`src/rtl/fetch_sequencer.sv`:
```
// Instruction fetch sequencer: keeps a current and a next I-cache line, presents a
// 32-byte window to the bundle-extract stage and walks the pc by reported bundle sizes.
module fetch_sequencer #(
    parameter logic [31:0] RESET_PC   = 32'h0000_0000,
    parameter int          LINE_BYTES = 32
) (
    input  logic                      clock_i,
    input  logic                      reset_i,
    input  logic                      enable_i,
    input  logic                      redirect_i,
    input  logic [31:0]               redirectAddr_i,
    output logic                      icReq_o,
    output logic [26:0]               icLineAddr_o,
    input  logic                      icValid_i,
    input  logic [8*LINE_BYTES-1:0]   icLine_i,
    output logic                      stageEnable_o,
    output logic [4:0]                byteAddr_o,
    output logic [8*LINE_BYTES-1:0]   block_o,
    input  logic                      advValid_i,
    input  logic [3:0]                advBytes_i,
    output logic [31:0]               pc_o,
    output logic                      sizeError_o
);

    localparam int HALF = LINE_BYTES / 2;

    typedef enum logic [2:0] {
        FETCH_CUR,
        FETCH_NXT,
        ISSUE,
        WAIT_ADV,
        DRAIN
    } state_t;

    state_t                    r_state, w_state_next;
    logic [31:0]               r_pc, w_pc_next;
    logic                      r_cur_valid, w_cur_valid_next;
    logic [26:0]               r_cur_tag, w_cur_tag_next;
    logic [8*LINE_BYTES-1:0]   r_cur_data, w_cur_data_next;
    logic                      r_nxt_valid, w_nxt_valid_next;
    logic [26:0]               r_nxt_tag, w_nxt_tag_next;
    logic [8*LINE_BYTES-1:0]   r_nxt_data, w_nxt_data_next;
    logic                      r_ic_req, w_ic_req_next;
    logic [26:0]               r_ic_addr, w_ic_addr_next;
    logic                      r_size_err, w_size_err_next;

    logic                      w_ic_ack;
    logic                      w_straddle;
    logic [26:0]               w_pc_tag_inc;
    logic [26:0]               w_cur_tag_inc;
    logic                      w_nxt_ready;
    logic [31:0]               w_pc_adv;
    logic [26:0]               w_adv_tag;
    logic                      w_adv_straddle;
    logic                      w_size_ok;
    logic                      w_presenting;
    logic [8*LINE_BYTES-1:0]   w_split;

    // A response only counts while our request is actually up.
    assign w_ic_ack       = icValid_i & r_ic_req;
    assign w_straddle     = (r_pc[4:0] > 5'd24);
    assign w_pc_tag_inc   = r_pc[31:5] + 27'd1;
    assign w_cur_tag_inc  = r_cur_tag + 27'd1;
    assign w_nxt_ready    = r_nxt_valid && (r_nxt_tag == w_cur_tag_inc);
    assign w_pc_adv       = r_pc + {28'd0, advBytes_i};
    assign w_adv_tag      = w_pc_adv[31:5];
    assign w_adv_straddle = (w_pc_adv[4:0] > 5'd24);
    assign w_size_ok      = (advBytes_i == 4'd5) || (advBytes_i == 4'd7) || (advBytes_i == 4'd8);

    always_comb begin
        w_state_next     = r_state;
        w_pc_next        = r_pc;
        w_cur_valid_next = r_cur_valid;
        w_cur_tag_next   = r_cur_tag;
        w_cur_data_next  = r_cur_data;
        w_nxt_valid_next = r_nxt_valid;
        w_nxt_tag_next   = r_nxt_tag;
        w_nxt_data_next  = r_nxt_data;
        w_size_err_next  = r_size_err;

        case (r_state)
            FETCH_CUR: begin
                if (w_ic_ack) begin
                    w_cur_valid_next = 1'b1;
                    w_cur_tag_next   = r_pc[31:5];
                    w_cur_data_next  = icLine_i;
                    if (w_straddle && !(r_nxt_valid && (r_nxt_tag == w_pc_tag_inc)))
                        w_state_next = FETCH_NXT;
                    else
                        w_state_next = ISSUE;
                end
            end
            FETCH_NXT: begin
                if (w_ic_ack) begin
                    w_nxt_valid_next = 1'b1;
                    w_nxt_tag_next   = w_cur_tag_inc;
                    w_nxt_data_next  = icLine_i;
                    w_state_next     = ISSUE;
                end
            end
            ISSUE: begin
                if (enable_i)
                    w_state_next = WAIT_ADV;
            end
            WAIT_ADV: begin
                if (advValid_i) begin
                    w_pc_next = w_pc_adv;
                    if (!w_size_ok)
                        w_size_err_next = 1'b1;
                    if (r_cur_valid && (w_adv_tag == r_cur_tag)) begin
                        w_state_next = (w_adv_straddle && !w_nxt_ready) ? FETCH_NXT : ISSUE;
                    end else if (r_nxt_valid && (w_adv_tag == r_nxt_tag)) begin
                        // Walked into the next line: promote it, the new nxt is unknown.
                        w_cur_valid_next = 1'b1;
                        w_cur_tag_next   = r_nxt_tag;
                        w_cur_data_next  = r_nxt_data;
                        w_nxt_valid_next = 1'b0;
                        w_state_next     = w_adv_straddle ? FETCH_NXT : ISSUE;
                    end else begin
                        w_state_next = FETCH_CUR;
                    end
                end
            end
            DRAIN: begin
                if (w_ic_ack)
                    w_state_next = FETCH_CUR;
            end
            default: w_state_next = FETCH_CUR;
        endcase

        if (redirect_i) begin
            w_pc_next        = redirectAddr_i;
            w_cur_valid_next = 1'b0;
            w_nxt_valid_next = 1'b0;
            w_size_err_next  = r_size_err;
            case (r_state)
                // A live request must be drained unless its data arrives right now.
                FETCH_CUR, FETCH_NXT:
                    w_state_next = (r_ic_req && !icValid_i) ? DRAIN : FETCH_CUR;
                DRAIN:
                    w_state_next = w_ic_ack ? FETCH_CUR : DRAIN;
                default:
                    w_state_next = FETCH_CUR;
            endcase
        end
    end

    always_comb begin
        w_ic_req_next  = 1'b0;
        w_ic_addr_next = r_ic_addr;
        case (w_state_next)
            FETCH_CUR: begin
                w_ic_req_next  = 1'b1;
                w_ic_addr_next = w_pc_next[31:5];
            end
            FETCH_NXT: begin
                w_ic_req_next  = 1'b1;
                w_ic_addr_next = w_cur_tag_next + 27'd1;
            end
            DRAIN: begin
                w_ic_req_next  = 1'b1;
                w_ic_addr_next = r_ic_addr;
            end
            default: begin
                w_ic_req_next  = 1'b0;
                w_ic_addr_next = r_ic_addr;
            end
        endcase
    end

    always_ff @(posedge clock_i or posedge reset_i) begin
        if (reset_i) begin
            r_state     <= FETCH_CUR;
            r_pc        <= RESET_PC;
            r_cur_valid <= 1'b0;
            r_cur_tag   <= '0;
            r_cur_data  <= '0;
            r_nxt_valid <= 1'b0;
            r_nxt_tag   <= '0;
            r_nxt_data  <= '0;
            r_ic_req    <= 1'b0;
            r_ic_addr   <= '0;
            r_size_err  <= 1'b0;
        end else begin
            r_state     <= w_state_next;
            r_pc        <= w_pc_next;
            r_cur_valid <= w_cur_valid_next;
            r_cur_tag   <= w_cur_tag_next;
            r_cur_data  <= w_cur_data_next;
            r_nxt_valid <= w_nxt_valid_next;
            r_nxt_tag   <= w_nxt_tag_next;
            r_nxt_data  <= w_nxt_data_next;
            r_ic_req    <= w_ic_req_next;
            r_ic_addr   <= w_ic_addr_next;
            r_size_err  <= w_size_err_next;
        end
    end

    // Straddling window: upper half of cur followed by lower half of nxt.
    genvar gi;
    generate
        for (gi = 0; gi < LINE_BYTES; gi++) begin : g_win
            if (gi < HALF) begin : g_lo
                assign w_split[gi*8 +: 8] = r_cur_data[(gi+HALF)*8 +: 8];
            end else begin : g_hi
                assign w_split[gi*8 +: 8] = r_nxt_data[(gi-HALF)*8 +: 8];
            end
        end
    endgenerate

    assign w_presenting  = (r_state == ISSUE) || (r_state == WAIT_ADV);
    assign block_o       = w_presenting ? (w_straddle ? w_split : r_cur_data) : '0;
    assign byteAddr_o    = w_presenting ? (w_straddle ? (r_pc[4:0] - 5'd16) : r_pc[4:0]) : 5'd0;
    assign stageEnable_o = (r_state == ISSUE) && enable_i && !redirect_i;
    assign icReq_o       = r_ic_req;
    assign icLineAddr_o  = r_ic_addr;
    assign pc_o          = r_pc;
    assign sizeError_o   = r_size_err;

endmodule

```
`config.mk`:
```
export PLATFORM = sky130hd
export DESIGN_NAME = fetch_sequencer
export DESIGN_NICKNAME = d
export VERILOG_FILES = /design/src/rtl/fetch_sequencer.sv
export SDC_FILE = /design/constraint.sdc
export NUM_CORES = 2
export LEC_CHECK = 0
export BUFFER_PORTS_ARGS = -buffer_cell sky130_fd_sc_hd__clkbuf_2
export CAP_MARGIN = 20
export CORE_MARGIN = 4
export CORE_UTILIZATION = 40
export DETAILED_ROUTE_END_ITERATION = 12
export SKIP_CTS_REPAIR_TIMING = 1
export SLEW_MARGIN = 10
export SYNTH_ARGS = -nofsm -noshare
export SYNTH_HDL_FRONTEND = slang
export SYNTH_SLANG_ARGS = --single-unit
```
`constraint.sdc`:
```
create_clock -name clock_i -period 26.3 [get_ports clock_i]
set_input_delay 1.315 -clock clock_i [delete_from_list [all_inputs] [get_ports clock_i]]
set_output_delay 1.315 -clock clock_i [all_outputs]
set_load 0.01 [all_outputs]
```
Yosys cells after proc, flatten, opt, wreduce, memory -nomap -nowiden
Index checks and enable logic that the tools add are counted.
{"block": "word_totals", "register_bits": 632, "output_inout_bits": 323, "elab_cells": 121, "in_bits": 298}
{"block": "op_classes", "addsub": 5, "n_bitwise": 3, "magnitude_cmp": 2, "reduce_logical": 32, "mux": 45, "n_eq_ne": 22}
{"operator": "256-bit 2-to-1 mux", "count": 6}
{"operator": "256-bit case mux with 2 select lines", "count": 1}
{"operator": "27-bit == test", "count": 4}
{"operator": "27-bit 2-to-1 mux", "count": 4}
{"operator": "27-bit case mux with 2 select lines", "count": 2}
{"operator": "32-bit 2-to-1 mux", "count": 3}
{"operator": "27-bit by 1-bit adder with 27-bit output (second input constant)", "count": 3}
{"operator": "32-bit by 4-bit adder with 32-bit output", "count": 1}
{"operator": "3-bit 2-to-1 mux", "count": 8}
{"operator": "3-bit inequality test (second input constant)", "count": 5}
{"operator": "3-bit case mux with 5 select lines", "count": 1}
{"operator": "5-bit AND reduction", "count": 3}
{"operator": "5-bit > comparator (second input constant)", "count": 2}
{"operator": "1-bit 2-to-1 mux", "count": 10}
{"operator": "2-bit 2-to-1 mux", "count": 5}
{"operator": "5-bit 2-to-1 mux", "count": 2}
{"operator": "1-bit logical AND", "count": 9}
{"operator": "4-bit by 3-bit == test with 1-bit output (second input constant)", "count": 2}
{"operator": "2-bit inequality test (second input constant)", "count": 4}
{"operator": "2-bit nonzero test", "count": 4}
{"operator": "3-bit by 1-bit == test with 1-bit output (second input constant)", "count": 2}
{"operator": "3-bit by 2-bit == test with 1-bit output (second input constant)", "count": 2}
{"operator": "3-bit == test (second input constant)", "count": 2}
{"operator": "3-bit zero test", "count": 2}
{"operator": "other kinds (13)", "count": 22}

Logic depth before layout (Yosys ltp)
{"block": "depth", "depth_word": 13, "depth_mapped": 21, "ltp_nobuf": 20}

Least setup slack after synthesis
OpenSTA, ideal clock, no wires.
{"block": "synth_timing", "path_type": "in2reg", "startpoint": "input port advBytes_i[0]", "endpoint": "register r_ic_addr[24] (netlist: icLineAddr_o[24])", "t_required_ns": 26.166, "stages": 21, "path_slack_ns": 20.521, "arrival_ns": 5.645, "path_buffers": 1, "path_cell_list": "ha_1 -> inv_1 -> fa_1 -> nand2b_1 -> a21o_1 -> clkbuf_1 -> nor3_1 -> mux2_2 -> nor4_1 -> nand4_1 -> a311o_1 -> nand2_1 -> o221ai_1 -> inv_1 -> ha_1 -> inv_1 -> nor4_4 -> nand3_4 -> nor4_4 -> and3_1 -> o31ai_1"}
{"item": "start, declared", "line": "20", "rtl": "input logic [3:0] advBytes_i,"}
{"item": "32-bit by 4-bit adder with 32-bit output *", "line": "65", "rtl": "assign w_pc_adv = r_pc + {28'd0, advBytes_i};"}
{"item": "27-bit == test", "line": "112", "rtl": "end else if (r_nxt_valid && (w_adv_tag == r_nxt_tag)) begin"}
{"item": "1-bit logical AND", "line": "112"}
{"item": "27-bit 2-to-1 mux", "line": "112"}
{"item": "27-bit 2-to-1 mux *", "line": "110", "rtl": "if (r_cur_valid && (w_adv_tag == r_cur_tag)) begin"}
{"item": "27-bit 2-to-1 mux *", "line": "106", "rtl": "if (advValid_i) begin"}
{"item": "27-bit case mux with 2 select lines *", "line": "81", "rtl": "case (r_state)"}
{"item": "named net w_cur_tag_next[1]", "line": "38", "rtl": "logic [26:0] r_cur_tag, w_cur_tag_next;"}
{"item": "27-bit by 1-bit adder with 27-bit output *", "line": "158", "rtl": "w_ic_addr_next = w_cur_tag_next + 27'd1;"}
{"item": "27-bit case mux with 2 select lines *", "line": "151", "rtl": "case (w_state_next)"}
{"item": "end signal, assigned", "line": "194", "rtl": "r_ic_addr <= w_ic_addr_next;"}
{"item": "end, declared", "line": "44", "rtl": "logic [26:0] r_ic_addr, w_ic_addr_next;"}
Mark *: on every way through the listed nets, which the timed path passes. The rest lies on a longest branch. The select of a mux whose other input is x is not followed.
A chain may end at the register's enable or synchronous reset.

Worst setup path in the final report
{"block": "layout_timing", "startpoint": "input port advBytes_i[0]", "endpoint": "register r_ic_addr[24] (netlist: icLineAddr_o[24])"}
{"block": "layout_via", "elab_chain_cells": 10}
{"item": "32-bit by 4-bit adder with 32-bit output *", "line": "65"}
{"item": "branches (longest 9 deep; another with 27-bit by 1-bit adder with 27-bit output)"}
Mark *: on every way between the ends. The select of a mux whose other input is x is not followed.

==> out/results.ini <==
[run_status]
status=complete, no violations

[logic_synthesis]
syn_inst=4014
synth_area_leaders=dfrtp_1 46%, nand2_1 13%, mux2_2 8.6%, a31oi_1 4.8%, a21oi_1 4.2%
syn_area_per_cell_um2=8.517
ys_types=82
syn_nets=4320
synth-seq-cells=632
synth_edf_count=0
synthFlopType=dfrtp_1
synth_top_area_share=0.4626
synth_area_leader_cell=dfrtp_1
ys_warn_count=0
synth-async-reset-ratio=1.000
seq_area_frac_synth=0.4626
syn_area_um2=34190

[worst_setup_path]
critPathLaunch=advBytes_i[0]
path_class=input port to flop
r2r_start=pc_o[7]
crit_fanout=83
timing.critical_path.required_ps=26830
start_kind=input port
cp_data_arrival_time_ps=7950
end_kind=flop

[layout]
layout-drive-gt1-share=0.2383
syn_to_final_growth_pct=18.45
final_util=0.4808
fin_cells=5635
fin_nets=4735

[floorplanning]
die_h_um=300.3
die_w_um=300.3
rows=106
dieArea_um2=90210
core-area_um2=84220
io_pins=621
start_util=0.4059

[drt]
drcViolationCount=0
ant_nets=0
drt-initial-drc-count=2606
wl_mm=123.3
vias=30890
vias_per_cell=5.482
wl_per_cell_um=21.87
drt_pass1_iterations=5

[clocking]
cts-root-buf=clkbuf_16
path_clk_slew_ps=60
clock_sinks=632
numCtsBuffers=76
clockBufferDepth=3
clk_latency_ps=630
cts_tree=yes
htree_levels=3

[sta]
worstMarginPinSlew_ps=1478
rsz0062_at_grt=no
tns_ps=0
hold_viol_final=0
skew_ps=22.42
fmax_mhz=134.8
relSlewSlack=0.01477
setup_viol=0
period_share=0.2820
fin_ws_ps=18880
min_period_ps=7418
slew_viol_final=0

[power]
powerDensity_nw_per_um2=109.4
leakage_nw=18.73
max-vdd-ir-drop_mv=0.06538
power_w=0.004431

[placed_design]
gp_congestion=0.9465
dp_slack_ps=18260
numPortBuffers=620
detailed_place_hpwl_mm=84.58
place_inst=5482

[global_routing]
grt_overflow=0
grt_pass1_vias=29450
grt_use_total=0.2647
grt_pass1_wl_mm=186.3
grt_max_degree=229
antenna_found_initial=31

[flow_run]
maxCapViolCount=0

[min_path]
hold_class=flop to flop
hp-start=icLineAddr_o[5]

## final timing paths
kind                                     to  slack (ps)  cells after the start
setup / recovery           icLineAddr_o[24]       18880                     19
hold / removal              icLineAddr_o[5]         480                      2
setup reg to reg           icLineAddr_o[24]       19060                     15
hold reg to reg             icLineAddr_o[5]         480                      2
max in group asynchronous    r_cur_data[39]       23430                      4
min in group asynchronous    r_nxt_data[13]         800                      2
## registers in the layout, summed over array words and instances, names as in the netlist
| register | cells |
|---|---|
| r_cur_data | 256 |
| r_nxt_data | 256 |
| pc_o | 32 |
| icLineAddr_o | 27 |
| r_cur_tag | 27 |
| r_nxt_tag | 27 |
| r_state | 3 |
| icReq_o | 1 |
| r_cur_valid | 1 |
| r_nxt_valid | 1 |
| sizeError_o | 1 |
## logic make-up after synthesis
family / count (synthesis) / synth area share
flops: 632 / 0.4626
buf+inv: 370 / 0.04172
compound gates: 778 / 0.1357
xor+xnor: 186 / 0.05014
simple gates: 1762 / 0.2157
fa+ha+maj: 8 / 0.003147
mux: 278 / 0.09095
## cells in the mapped netlist, types with 8 or more instances
library cell and n:
a21oi_1 289, a22oi_1 17, a31oi_1 262, and2_1 18, and3_1 13, and4_1 14, buf_1 13, buf_2 15
clkbuf_1 293, dfrtp_1 632, inv_1 44, mux2_2 261, mux2i_1 17, nand2_1 1175, nand2b_1 17, nand3_1 45
nand4_1 31, nor2_1 324, nor3_1 42, nor4_1 28, o21ai_0 100, o221ai_1 11, o31ai_1 8, or3_1 9
xnor2_1 126, xor2_1 54
## cell type report
type | count | area, um2
inverters | 44 | 172.7
diodes | 24 | 60.06
clock inverters | 15 | 247.7
multi-input cells | 3012 | 17020
flip-flops and latches | 632 | 15820
well taps | 1134 | 1419
fillers | 8241 | 43720
clock buffers | 111 | 2225
repair buffers | 663 | 3533
## per-stage QoR
step | cell area (um2) | hold WS, ps
floorplan | 34190 | 466.1
finish | 40490 | 483.5
global placement | 37890 | 465.4
detailed placement | 37890 | 472.9
global route | 40480 | 497.0
CTS | 40360 | 487.6
## where the power goes
group	leakage (nW)	switching [W]	internal [W]
Combinational	9.96	0.000896	0.000657
Sequential	7.57	0.000393	0.00143
Clock	1.20	0.000438	0.000618
Total	18.7	0.00173	0.00270
## layout by cell type (no fill, tap or decap), types with 6 or more instances in the layout
cell type / netlist / layout
clkbuf_2: 0 / 620
xnor2_1: 126 / 126
and3_1: 13 / 13
o22ai_1: 6 / 6
nand2b_1: 17 / 16
a21oi_1: 289 / 289
a21o_1: 7 / 7
nor4_1: 28 / 27
nand4_1: 31 / 31
xor2_1: 54 / 54
and2_1: 18 / 17
inv_1: 44 / 43
a221oi_1: 7 / 7
nor3_1: 42 / 42
nand3_1: 45 / 45
nor2_1: 324 / 324
a31oi_1: 262 / 262
a22oi_1: 17 / 17
and4_1: 14 / 14
clkbuf_1: 293 / 17
clkbuf_16: 0 / 77
or3_1: 9 / 9
clkbuf_8: 0 / 17
mux2_2: 261 / 261
a211oi_1: 7 / 7
diode_2: 0 / 24
nand2_1: 1175 / 1172
dfrtp_1: 632 / 632
ha_1: 7 / 7
a221o_1: 6 / 6
mux2i_1: 17 / 17
o21ai_0: 100 / 100
buf_4: 5 / 34
o221ai_1: 11 / 11
o31ai_1: 8 / 7
## per-layer routing
| layer | wire length [um] | up-vias | share of wire | GRT usage |
|---|---|---|---|---|
| met2 | 59440 | 959 | 0.48 | 0.4358 |
| met4 | 4938 | 10 | 0.040 | 0.1037 |
| met1 | 50350 | 15180 | 0.41 | 0.3384 |
| li1 | - | 14520 | - | - |
| met3 | 8467 | 231 | 0.069 | 0.06159 |
| met5 | 67 | - | 0.00054 | 0 |
## worst max-delay path: stages
cell and delay (ps):
clkbuf_2 110, ha_1 190, inv_1 70, fa_1 390, nand2b_1 210, a21o_1 370
nor3_1 270, mux2_2 370, nor4_1 290, nand4_1 220, a311o_1 630, nand2_4 710
buf_4 870, o221ai_1 450, nor4_4 500, nand3_4 210, nor4_4 440, a21oi_1 120
o31ai_1 190
(Power assumes the default switching activity.)
